File: src/rtl/led_fader_pkg.sv
// Shared types and helpers for the LED fader.
// Latency: n/a (declarations only).
// Backpressure: n/a.
package led_fader_pkg;

    // Brightness ramp states, 2-bit encoding.
    typedef enum logic [1:0] {
        IDLE_LOW  = 2'd0,
        RISING    = 2'd1,
        IDLE_HIGH = 2'd2,
        FALLING   = 2'd3
    } fade_state_t;

    // Clock cycles per one-level brightness step, so that a full 0..MAX ramp
    // takes roughly fade_ms. Floor division, never below one cycle.
    function automatic int unsigned calc_step(input int unsigned clk_freq_hz,
                                              input int unsigned fade_ms,
                                              input int unsigned pwm_bits);
        longint unsigned max_lvl;
        longint unsigned cycles;
        max_lvl = (longint'(1) << pwm_bits) - 1;
        cycles  = (longint'(clk_freq_hz / 1000) * longint'(fade_ms)) / max_lvl;
        if (cycles < 1) begin
            return 1;
        end
        return int'(cycles);
    endfunction

endpackage

File: src/rtl/led_pwm.sv
// PWM generator: free-running counter 0..MAX-1, duty sampled at each period start.
// Latency: led is registered, one cycle after the counter value it reflects.
// Backpressure: none; en=0 only gates led low, the counter keeps running.
//
// Ports: clk, rst (async, active-high), en (led gate), duty (brightness level,
// taken at counter==0), led (registered PWM output).
module led_pwm #(
    parameter int unsigned pwm_bits = 8
) (
    input  logic                clk,
    input  logic                rst,
    input  logic                en,
    input  logic [pwm_bits-1:0] duty,
    output logic                led
);

    localparam logic [pwm_bits-1:0] MAX_LVL  = '1;
    localparam logic [pwm_bits-1:0] CNT_LAST = MAX_LVL - 1'b1;

    logic [pwm_bits-1:0] cnt;
    logic [pwm_bits-1:0] duty_q;
    logic [pwm_bits-1:0] duty_eff;

    // At the period boundary the freshly latched duty must already govern
    // the first cycle of the new period, so bypass the latch there.
    assign duty_eff = (cnt == '0) ? duty : duty_q;

    always_ff @(posedge clk or posedge rst) begin
        if (rst) begin
            cnt    <= '0;
            duty_q <= '0;
            led    <= 1'b0;
        end else begin
            cnt <= (cnt == CNT_LAST) ? '0 : cnt + 1'b1;
            if (cnt == '0) begin
                duty_q <= duty;
            end
            led <= en && (cnt < duty_eff);
        end
    end

endmodule

File: src/rtl/led_fader.sv
// Breathing LED: ramps brightness up while q_in is high, down while low.
// Latency: q_in registered, state reacts one cycle later; level steps every STEP cycles.
// Backpressure: none; en=0 freezes ramp and forces led low, PWM counter keeps running.
//
// Ports: clk, rst (async, active-high), en, q_in (square wave from blinky),
// led (registered PWM drive), level (current brightness), busy (ramp active).
module led_fader
    import led_fader_pkg::*;
#(
    parameter int unsigned clk_freq_hz = 100_000_000,
    parameter int unsigned fade_ms     = 250,
    parameter int unsigned pwm_bits    = 8
) (
    input  logic                clk,
    input  logic                rst,
    input  logic                en,
    input  logic                q_in,
    output logic                led,
    output logic [pwm_bits-1:0] level,
    output logic                busy
);

    localparam int unsigned STEP = calc_step(clk_freq_hz, fade_ms, pwm_bits);
    localparam int unsigned PW   = (STEP > 1) ? $clog2(STEP) : 1;
    localparam logic [PW-1:0]       PRESC_LAST = PW'(STEP - 1);
    localparam logic [pwm_bits-1:0] MAX_LVL    = '1;

    fade_state_t         state, state_nxt;
    logic [pwm_bits-1:0] level_nxt;
    logic [PW-1:0]       presc, presc_nxt;
    logic                q_reg;
    logic                tick;

    assign tick = (presc == PRESC_LAST);
    assign busy = (state == RISING) || (state == FALLING);

    always_ff @(posedge clk or posedge rst) begin
        if (rst) begin
            state <= IDLE_LOW;
            level <= '0;
            presc <= '0;
            q_reg <= 1'b0;
        end else begin
            state <= state_nxt;
            level <= level_nxt;
            presc <= presc_nxt;
            q_reg <= q_in;
        end
    end

    // A direction reversal takes priority over a coincident tick: the level
    // is kept and the prescaler restarts for the new direction.
    always_comb begin
        state_nxt = state;
        level_nxt = level;
        presc_nxt = presc;
        if (en) begin
            case (state)
                IDLE_LOW: begin
                    if (q_reg) begin
                        state_nxt = RISING;
                        presc_nxt = '0;
                    end
                end
                RISING: begin
                    if (!q_reg) begin
                        state_nxt = FALLING;
                        presc_nxt = '0;
                    end else if (level == MAX_LVL) begin
                        // reversed back while already at full brightness
                        state_nxt = IDLE_HIGH;
                    end else if (tick) begin
                        level_nxt = level + 1'b1;
                        presc_nxt = '0;
                        if (level == MAX_LVL - 1'b1) begin
                            state_nxt = IDLE_HIGH;
                        end
                    end else begin
                        presc_nxt = presc + 1'b1;
                    end
                end
                IDLE_HIGH: begin
                    if (!q_reg) begin
                        state_nxt = FALLING;
                        presc_nxt = '0;
                    end
                end
                FALLING: begin
                    if (q_reg) begin
                        state_nxt = RISING;
                        presc_nxt = '0;
                    end else if (level == '0) begin
                        state_nxt = IDLE_LOW;
                    end else if (tick) begin
                        level_nxt = level - 1'b1;
                        presc_nxt = '0;
                        if (level == {{(pwm_bits-1){1'b0}}, 1'b1}) begin
                            state_nxt = IDLE_LOW;
                        end
                    end else begin
                        presc_nxt = presc + 1'b1;
                    end
                end
                default: state_nxt = IDLE_LOW;
            endcase
        end
    end

    led_pwm #(
        .pwm_bits(pwm_bits)
    ) u_pwm (
        .clk (clk),
        .rst (rst),
        .en  (en),
        .duty(level),
        .led (led)
    );

endmodule
File: config.mk
export PLATFORM = sky130hd
export DESIGN_NAME = led_fader
export DESIGN_NICKNAME = d
export VERILOG_FILES = /design/src/rtl/led_fader_pkg.sv /design/src/rtl/led_pwm.sv /design/src/rtl/led_fader.sv
export SDC_FILE = /design/constraint.sdc
export NUM_CORES = 1
export LEC_CHECK = 0
export CAP_MARGIN = 25
export CORE_ASPECT_RATIO = 0.6
export CORE_MARGIN = 2
export CORE_UTILIZATION = 65
export DETAILED_ROUTE_END_ITERATION = 8
export GPL_ROUTABILITY_DRIVEN = 0
export PLACE_DENSITY = 0.95
export SYNTH_ARGS = -nofsm -noshare
export SYNTH_HDL_FRONTEND = slang
export SYNTH_SLANG_ARGS = --single-unit
File: constraint.sdc
create_clock -name clk -period 5 [get_ports clk]
set_input_delay 1 -clock clk [delete_from_list [all_inputs] [get_ports clk]]
set_output_delay 1 -clock clk [all_outputs]
set_load 0.05 [all_outputs]
==> impl_metrics.json <==
{
  "powerDensity_nw_per_um2": 325,
  "synth.distinct_cells": 56,
  "tightestPinTransition_ns": 0.929,
  "num_vias": 2291,
  "min_path_type": "reg -> reg",
  "vdd_drop_max_uv": 311,
  "grt_usage_pct": 27.3,
  "areaGrowthSynthToFinish_pct": 7.81,
  "antenna_cells": 0,
  "rsz0062_at_grt": "false",
  "power_leakage_nw": 1.42,
  "worstSetupPathType": "reg -> out",
  "postCtsHoldBufs": 0,
  "p_int_uw": 643,
  "drive_above_1_share_pct": 6.60,
  "synth_adder_area_share_pct": 9.38,
  "synth_nets": 317,
  "grt_max_degree": 46,
  "cts_resized": 0,
  "finalCritPeriodShare_pct": 61.9,
  "p_clk_share_pct": 29.1,
  "synthArstFlopShare_pct": 100,
  "num_rows": 18,
  "yosys_register_bits": 45,
  "fin_crit_ns": 3.09,
  "synth.area.top_cells": "dfrtp_1 (40%), ha_1 (9.4%), nor2_1 (3.9%)",
  "tns_ns": 0,
  "status": "completed",
  "drtIter0Drc": 222,
  "top_register": "presc",
  "r2r-start": "state[1]",
  "drcViolationCount": 0,
  "antenna_found_initial": 0,
  "io_pins": 14,
  "clk_pin_slew_worst_paths_ns": 0.08,
  "grt_pass1_wl_um": 9800,
  "cts_sinks": 45,
  "yosysSeqAreaShare_pct": 40.2,
  "endpoint_kind": "primary output",
  "synth_top_area_share_pct": 40.2,
  "die_h_um": 54.9,
  "dp_slack_ns": 2.04,
  "crit_end": "busy",
  "largest_register_ffs": 17,
  "synth_compound_area_share_pct": 15.3,
  "arrival_ns": 2.09,
  "regToRegSetupSlack_ns": 2.41,
  "synth_top_family_by_area": "simple AND/OR/NAND/NOR gates",
  "wire_per_inst_um": 16.9,
  "r2r_end": "presc[6]",
  "final_cell_mix": "dfrtp_1 (45), nor2_1 (29), inv_1 (24)",
  "first_pass_iters": 5,
  "dieArea_um2": 4870,
  "die_w_um": 88.8,
  "drv_cap": 0,
  "reg2regPathDepth": 6,
  "cts_setup_buffers": 0,
  "worstPathRequired_ns": 4.00,
  "synth_top_flop_cell": "dfrtp_1",
  "setup_viol": 0,
  "htree_num_levels": 2,
  "cts_buffer_depth": 2,
  "combPwrFrac_pct": 31.0,
  "cts_made_buffers": 5,
  "total_power_uw": 982,
  "synth_xor_area_share_pct": 4.06,
  "synth_edf_count": 0,
  "synthesis.area_um2": 2800,
  "dpl.hpwl_um": 4370,
  "slew_headroom_pct": 38.0,
  "synth_top_cell_by_area": "dfrtp_1",
  "setup_ws_ns": 1.91,
  "finClkSkew_ns": 0.00459,
  "pwr-share-seq_pct": 39.9,
  "synth_cells": 292,
  "cp-startpoint": "state[1]",
  "core-area_um2": 4120,
  "layout_commonest_cell": "dfrtp_1",
  "start_util_pct": 68.0,
  "drt-total-wl_um": 6150,
  "final_max_slew_viol_count": 0,
  "ys_warn_count": 0,
  "syn_avg_cell_area_um2": 9.60,
  "cp-start-kind": "flip-flop",
  "drt-vias-per-instance": 6.31,
  "p_sw_uw": 339,
  "yosys.area_share.simple_pct": 20.4,
  "fin_nets": 327,
  "port_buffers": 13,
  "grt_pass1_vias": 2023,
  "root_buffer": "clkbuf_8",
  "cts_tree": "built",
  "clk-insertion-delay-late_ns": 0.30,
  "cp_max_fo": 11,
  "synth_mux_area_share_pct": 3.71,
  "ant_nets": 0,
  "fillers": 294,
  "finalHoldViolCount": 0,
  "max_freq_mhz": 323,
  "overflow": 0,
  "p_sw_share_pct": 34.5
}
==> layer usage <==
layer	vias up	GRT usage [%]	routed length (um)	share of wire [%]
li1	1065	-	-	-
met1	1110	40.5	2950	48
met2	107	39.9	2650	43
met3	9	5.88	467	7.6
met4	0	8.84	76	1.2
met5	-	0	0	0
==> worst min path at each step <==
stage	startpoint	end	slack, ns	depth (start not counted)
floorplan	u_pwm.duty_q[1]	u_pwm.duty_q[1]	0.45	1
global placement	u_pwm.duty_q[1]	u_pwm.duty_q[1]	0.46	1
detailed placement	u_pwm.duty_q[1]	u_pwm.duty_q[1]	0.47	1
CTS	u_pwm.duty_q[1]	u_pwm.duty_q[1]	0.48	1
global route	u_pwm.duty_q[1]	u_pwm.duty_q[1]	0.50	1
finish	u_pwm.duty_q[1]	u_pwm.duty_q[1]	0.48	1
==> critical path, cell delays in order (launching register included) <==
cell	delay, ns
dfrtp_1	0.39
ha_1	0.41
nor2_1	0.11
inv_1	0.08
clkdlybuf4s50_1	0.80
==> synthesized netlist by cell type, types with 5 or more instances <==
library cell  count
nand2_1          20
nor2_1           29
nor3_1            7
ha_1             21
dfrtp_1          45
nand4_1           8
inv_1            25
a21o_1            5
or4_1             6
nand3_1          14
o21ai_1          16
a21oi_1          10
mux2i_1           7
xnor2_1           7
xor2_1            6
==> metrics by stage <==
stage / cells / hold slack (ns) / utilization (%) / area [um2]
detailed placement: 355 / 0.466 / 70.5 / 2910
floorplan: 292 / 0.445 / - / 2800
global placement: 355 / 0.461 / 70.5 / 2910
finish: 363 / 0.482 / 73.3 / 3020
CTS: 363 / 0.484 / 73.3 / 3020
global route: 363 / 0.497 / 73.3 / 3020
==> cells by family after synthesis <==
group	count (synthesis)
simple gates	106
fa+ha+maj	21
xor+xnor	13
flops	45
buf+inv	35
mux	10
compound gates	62
==> layout make-up <==
type	count	area [um2]	share of cell area [%]
clock buffer	7	86.3	2.86
clock inverter	1	30.0	0.994
inverter	25	93.8	3.11
multi-input combinational	212	1480	49.0
sequential	45	1130	37.3
tap	60	75.1	2.48
timing repair buffer	13	130	4.31
==> power by group through the flow <==
stage | clock (mW) | combinational (mW) | sequential (mW)
6_report | 0.286 | 0.304 | 0.392
4_1_cts | 0.287 | 0.300 | 0.392
2_1_floorplan | 0 | 0.244 | 0.395
3_3_place_gp | 0 | 0.286 | 0.398
5_1_grt | 0.298 | 0.335 | 0.395
3_5_place_dp | 0 | 0.296 | 0.399
Note: power is estimated with default switching activity, not from simulation.
==> RTL change (config.mk and constraints unchanged) <==
Register the output `level` once more; this adds one clock of latency there. The other outputs are not delayed to match. Comments in the files are not updated.
--- a/src/rtl/led_fader.sv
+++ b/src/rtl/led_fader.sv
@@ -25,6 +25,8 @@
     localparam logic [PW-1:0]       PRESC_LAST = PW'(STEP - 1);
     localparam logic [pwm_bits-1:0] MAX_LVL    = '1;
 
+    logic [pwm_bits-1:0] level_s0;
+
     fade_state_t         state, state_nxt;
     logic [pwm_bits-1:0] level_nxt;
     logic [PW-1:0]       presc, presc_nxt;
@@ -37,12 +39,12 @@
     always_ff @(posedge clk or posedge rst) begin
         if (rst) begin
             state <= IDLE_LOW;
-            level <= '0;
+            level_s0 <= '0;
             presc <= '0;
             q_reg <= 1'b0;
         end else begin
             state <= state_nxt;
-            level <= level_nxt;
+            level_s0 <= level_nxt;
             presc <= presc_nxt;
             q_reg <= q_in;
         end
@@ -52,7 +54,7 @@
     // is kept and the prescaler restarts for the new direction.
     always_comb begin
         state_nxt = state;
-        level_nxt = level;
+        level_nxt = level_s0;
         presc_nxt = presc;
         if (en) begin
             case (state)
@@ -66,13 +68,13 @@
                     if (!q_reg) begin
                         state_nxt = FALLING;
                         presc_nxt = '0;
-                    end else if (level == MAX_LVL) begin
+                    end else if (level_s0 == MAX_LVL) begin
                         // reversed back while already at full brightness
                         state_nxt = IDLE_HIGH;
                     end else if (tick) begin
-                        level_nxt = level + 1'b1;
+                        level_nxt = level_s0 + 1'b1;
                         presc_nxt = '0;
-                        if (level == MAX_LVL - 1'b1) begin
+                        if (level_s0 == MAX_LVL - 1'b1) begin
                             state_nxt = IDLE_HIGH;
                         end
                     end else begin
@@ -89,12 +91,12 @@
                     if (q_reg) begin
                         state_nxt = RISING;
                         presc_nxt = '0;
-                    end else if (level == '0) begin
+                    end else if (level_s0 == '0) begin
                         state_nxt = IDLE_LOW;
                     end else if (tick) begin
-                        level_nxt = level - 1'b1;
+                        level_nxt = level_s0 - 1'b1;
                         presc_nxt = '0;
-                        if (level == {{(pwm_bits-1){1'b0}}, 1'b1}) begin
+                        if (level_s0 == {{(pwm_bits-1){1'b0}}, 1'b1}) begin
                             state_nxt = IDLE_LOW;
                         end
                     end else begin
@@ -112,8 +114,12 @@
         .clk (clk),
         .rst (rst),
         .en  (en),
-        .duty(level),
+        .duty(level_s0),
         .led (led)
     );
 
+    always_ff @(posedge clk) begin
+        level <= level_s0;
+    end
+
 endmodule
Behaviour: same outputs for any inputs over 10 cycles, from zero or initial values and one cycle with rst high; that may be too few to reach the edited logic, so the function may still have changed.
==> RTL change against the unedited design <==
- sequential power rose by 23%
- total power rose by 9.5%
- final area grew 3.5%
- setup slack worse by 0.016 ns
- sequential share of layout area up 3.9 points
- via count rose by 0.39%
- critical path type unchanged
- synthesized area increased by 2.2%
- sequential cell count rose by 8
- global-route usage is 0.43 points higher
- cell count fell by 1.4%
- routed wire length up 6.6%
==> RTL change: results <==
pwr:
  powerSeq_mw: 0.482
  pg_comb_mw: 0.312
  leakagePower_nw: 1.53
  power.ir.vdd_worst_v: 0.000403
  p_sw_mw: 0.359
  power_frac_seq_pct: 44.8
min_path:
  min_from: "level_s0[1]$_DFFE_PP0P_"
  hold_path.class: "register to register"
sta:
  tightest_slew_ns: 0.702
  fin_skew_ns: 0.0104
  setup-tns-final_ns: 0
route:
  viasPerCell: 6.42
  drt-total-wl_mm: 6.55
  drc: 0
  drt_iter0_markers: 317
  vias: 2300
placement:
  dp_hpwl_mm: 4.48
  placedCellCount: 351
  port_buffers: 13
  placed_area_um2: 3020
  dpl_worst_slack_ns: 2.16
worst_setup_path:
  crit_path_max_incr_delay_ns: 0.71
  worstPathArrival_ns: 2.11
  cp-startpoint: "state[0]$_DFFE_PP0P_"
  r2r_start: "u_pwm.cnt[4]$_DFF_PP0_"
outcome:
  status: "finished clean"
layout:
  num_antenna_cells: 0
  largest_register_ff_count: 17
  nFillCells: 268
  layout-drive-gt1-share_pct: 6.38
  fin_nets: 323
synth:
  synthTopCellsByArea: "dfrtp_1 39%, ha_1 9.2%, dfxtp_1 5.6%"
  syn-num-nets: 311
  synthMuxAreaShare_pct: 4.45
  syn_avg_cell_area_um2: 10.0
  synth-compound-area-share_pct: 13.1
  yosys.area_share.adder_pct: 9.17
  netlist_top_cells_count: "45 x dfrtp_1, 27 x nor2_1, 21 x ha_1"
  ys_types: 51
  async_reset_ff_share_pct: 84.9
  synth_xor_area_share_pct: 4.89
  yosys_warnings: 0
  ys_ff_latch: 53
  ys_seq_area_share_pct: 44.9
grt:
  grt_usage_pct: 27.8
  grt_util_met2_pct: 39.9
  grt_pass1_wl_mm: 11.1
  antenna_found_initial: 0
  met1_usage_pct: 40.4
  met3_usage_pct: 7.91
clock_tree:
  clkTransAtPathRegs_ns: 0.09
  clock_insertion_delay_worst_skew_ns: 0.31
  cts_buffer_depth: 2
  cts_setup_buffers: 0
  htree_levels: 2
[RTL change: cell types whose count changed after synthesis, sizes merged, moves of 3 or more]
cell,change
o21ai,-10
dfxtp,+8
inv,-8
and3,+6
or4,-6
o41ai,-5
nor2b,+4
a2bb2oi,+3
and4,+3
nand3,-3
o31ai,+3
xor2,+3
[RTL change: kinds of logic (layout without fill, tap and decap cells)]
group,after synthesis,in the layout
AO/OA/AOI/OAI,53,53
AND/OR/NAND/NOR,105,105
XOR/XNOR,16,16
multiplexers,12,12
flip-flops,53,53
buffers and inverters,26,38
adder cells (fa/ha/maj),21,21
[RTL change: layout make-up]
| class | instances | area [um^2] | area share [%] |
|---|---|---|---|
| multi-input cells | 207 | 1460 | 46.7 |
| well taps | 60 | 75.1 | 2.40 |
| clock inverters | 2 | 35.0 | 1.12 |
| inverters | 17 | 63.8 | 2.04 |
| clock buffers | 5 | 68.8 | 2.20 |
| repair buffers | 14 | 138 | 4.40 |
| flip-flops and latches | 53 | 1290 | 41.1 |
[RTL change: path summary, 6_finish.rpt]
path                                           end  depth (start not counted)  slack [ns]
max reg2reg                    u_pwm.led$_DFF_PP0_                          8        2.03
max in group asynchronous  level_s0[1]$_DFFE_PP0P_                          3        3.48
min in group asynchronous     presc[8]$_DFFE_PP0P_                          3        1.14
min reg2reg                       level[1]$_DFF_P_                          0        0.48
min                               level[1]$_DFF_P_                          0        0.48
max                                           busy                          3        1.89
[RTL change: metal layers]
| layer | part of all wire (%) | routed length, um |
|---|---|---|
| met1 | 46 | 3010 |
| met2 | 43 | 2790 |
| met3 | 9.9 | 650 |
| met4 | 1.4 | 93 |
| met5 | 0 | 0 |
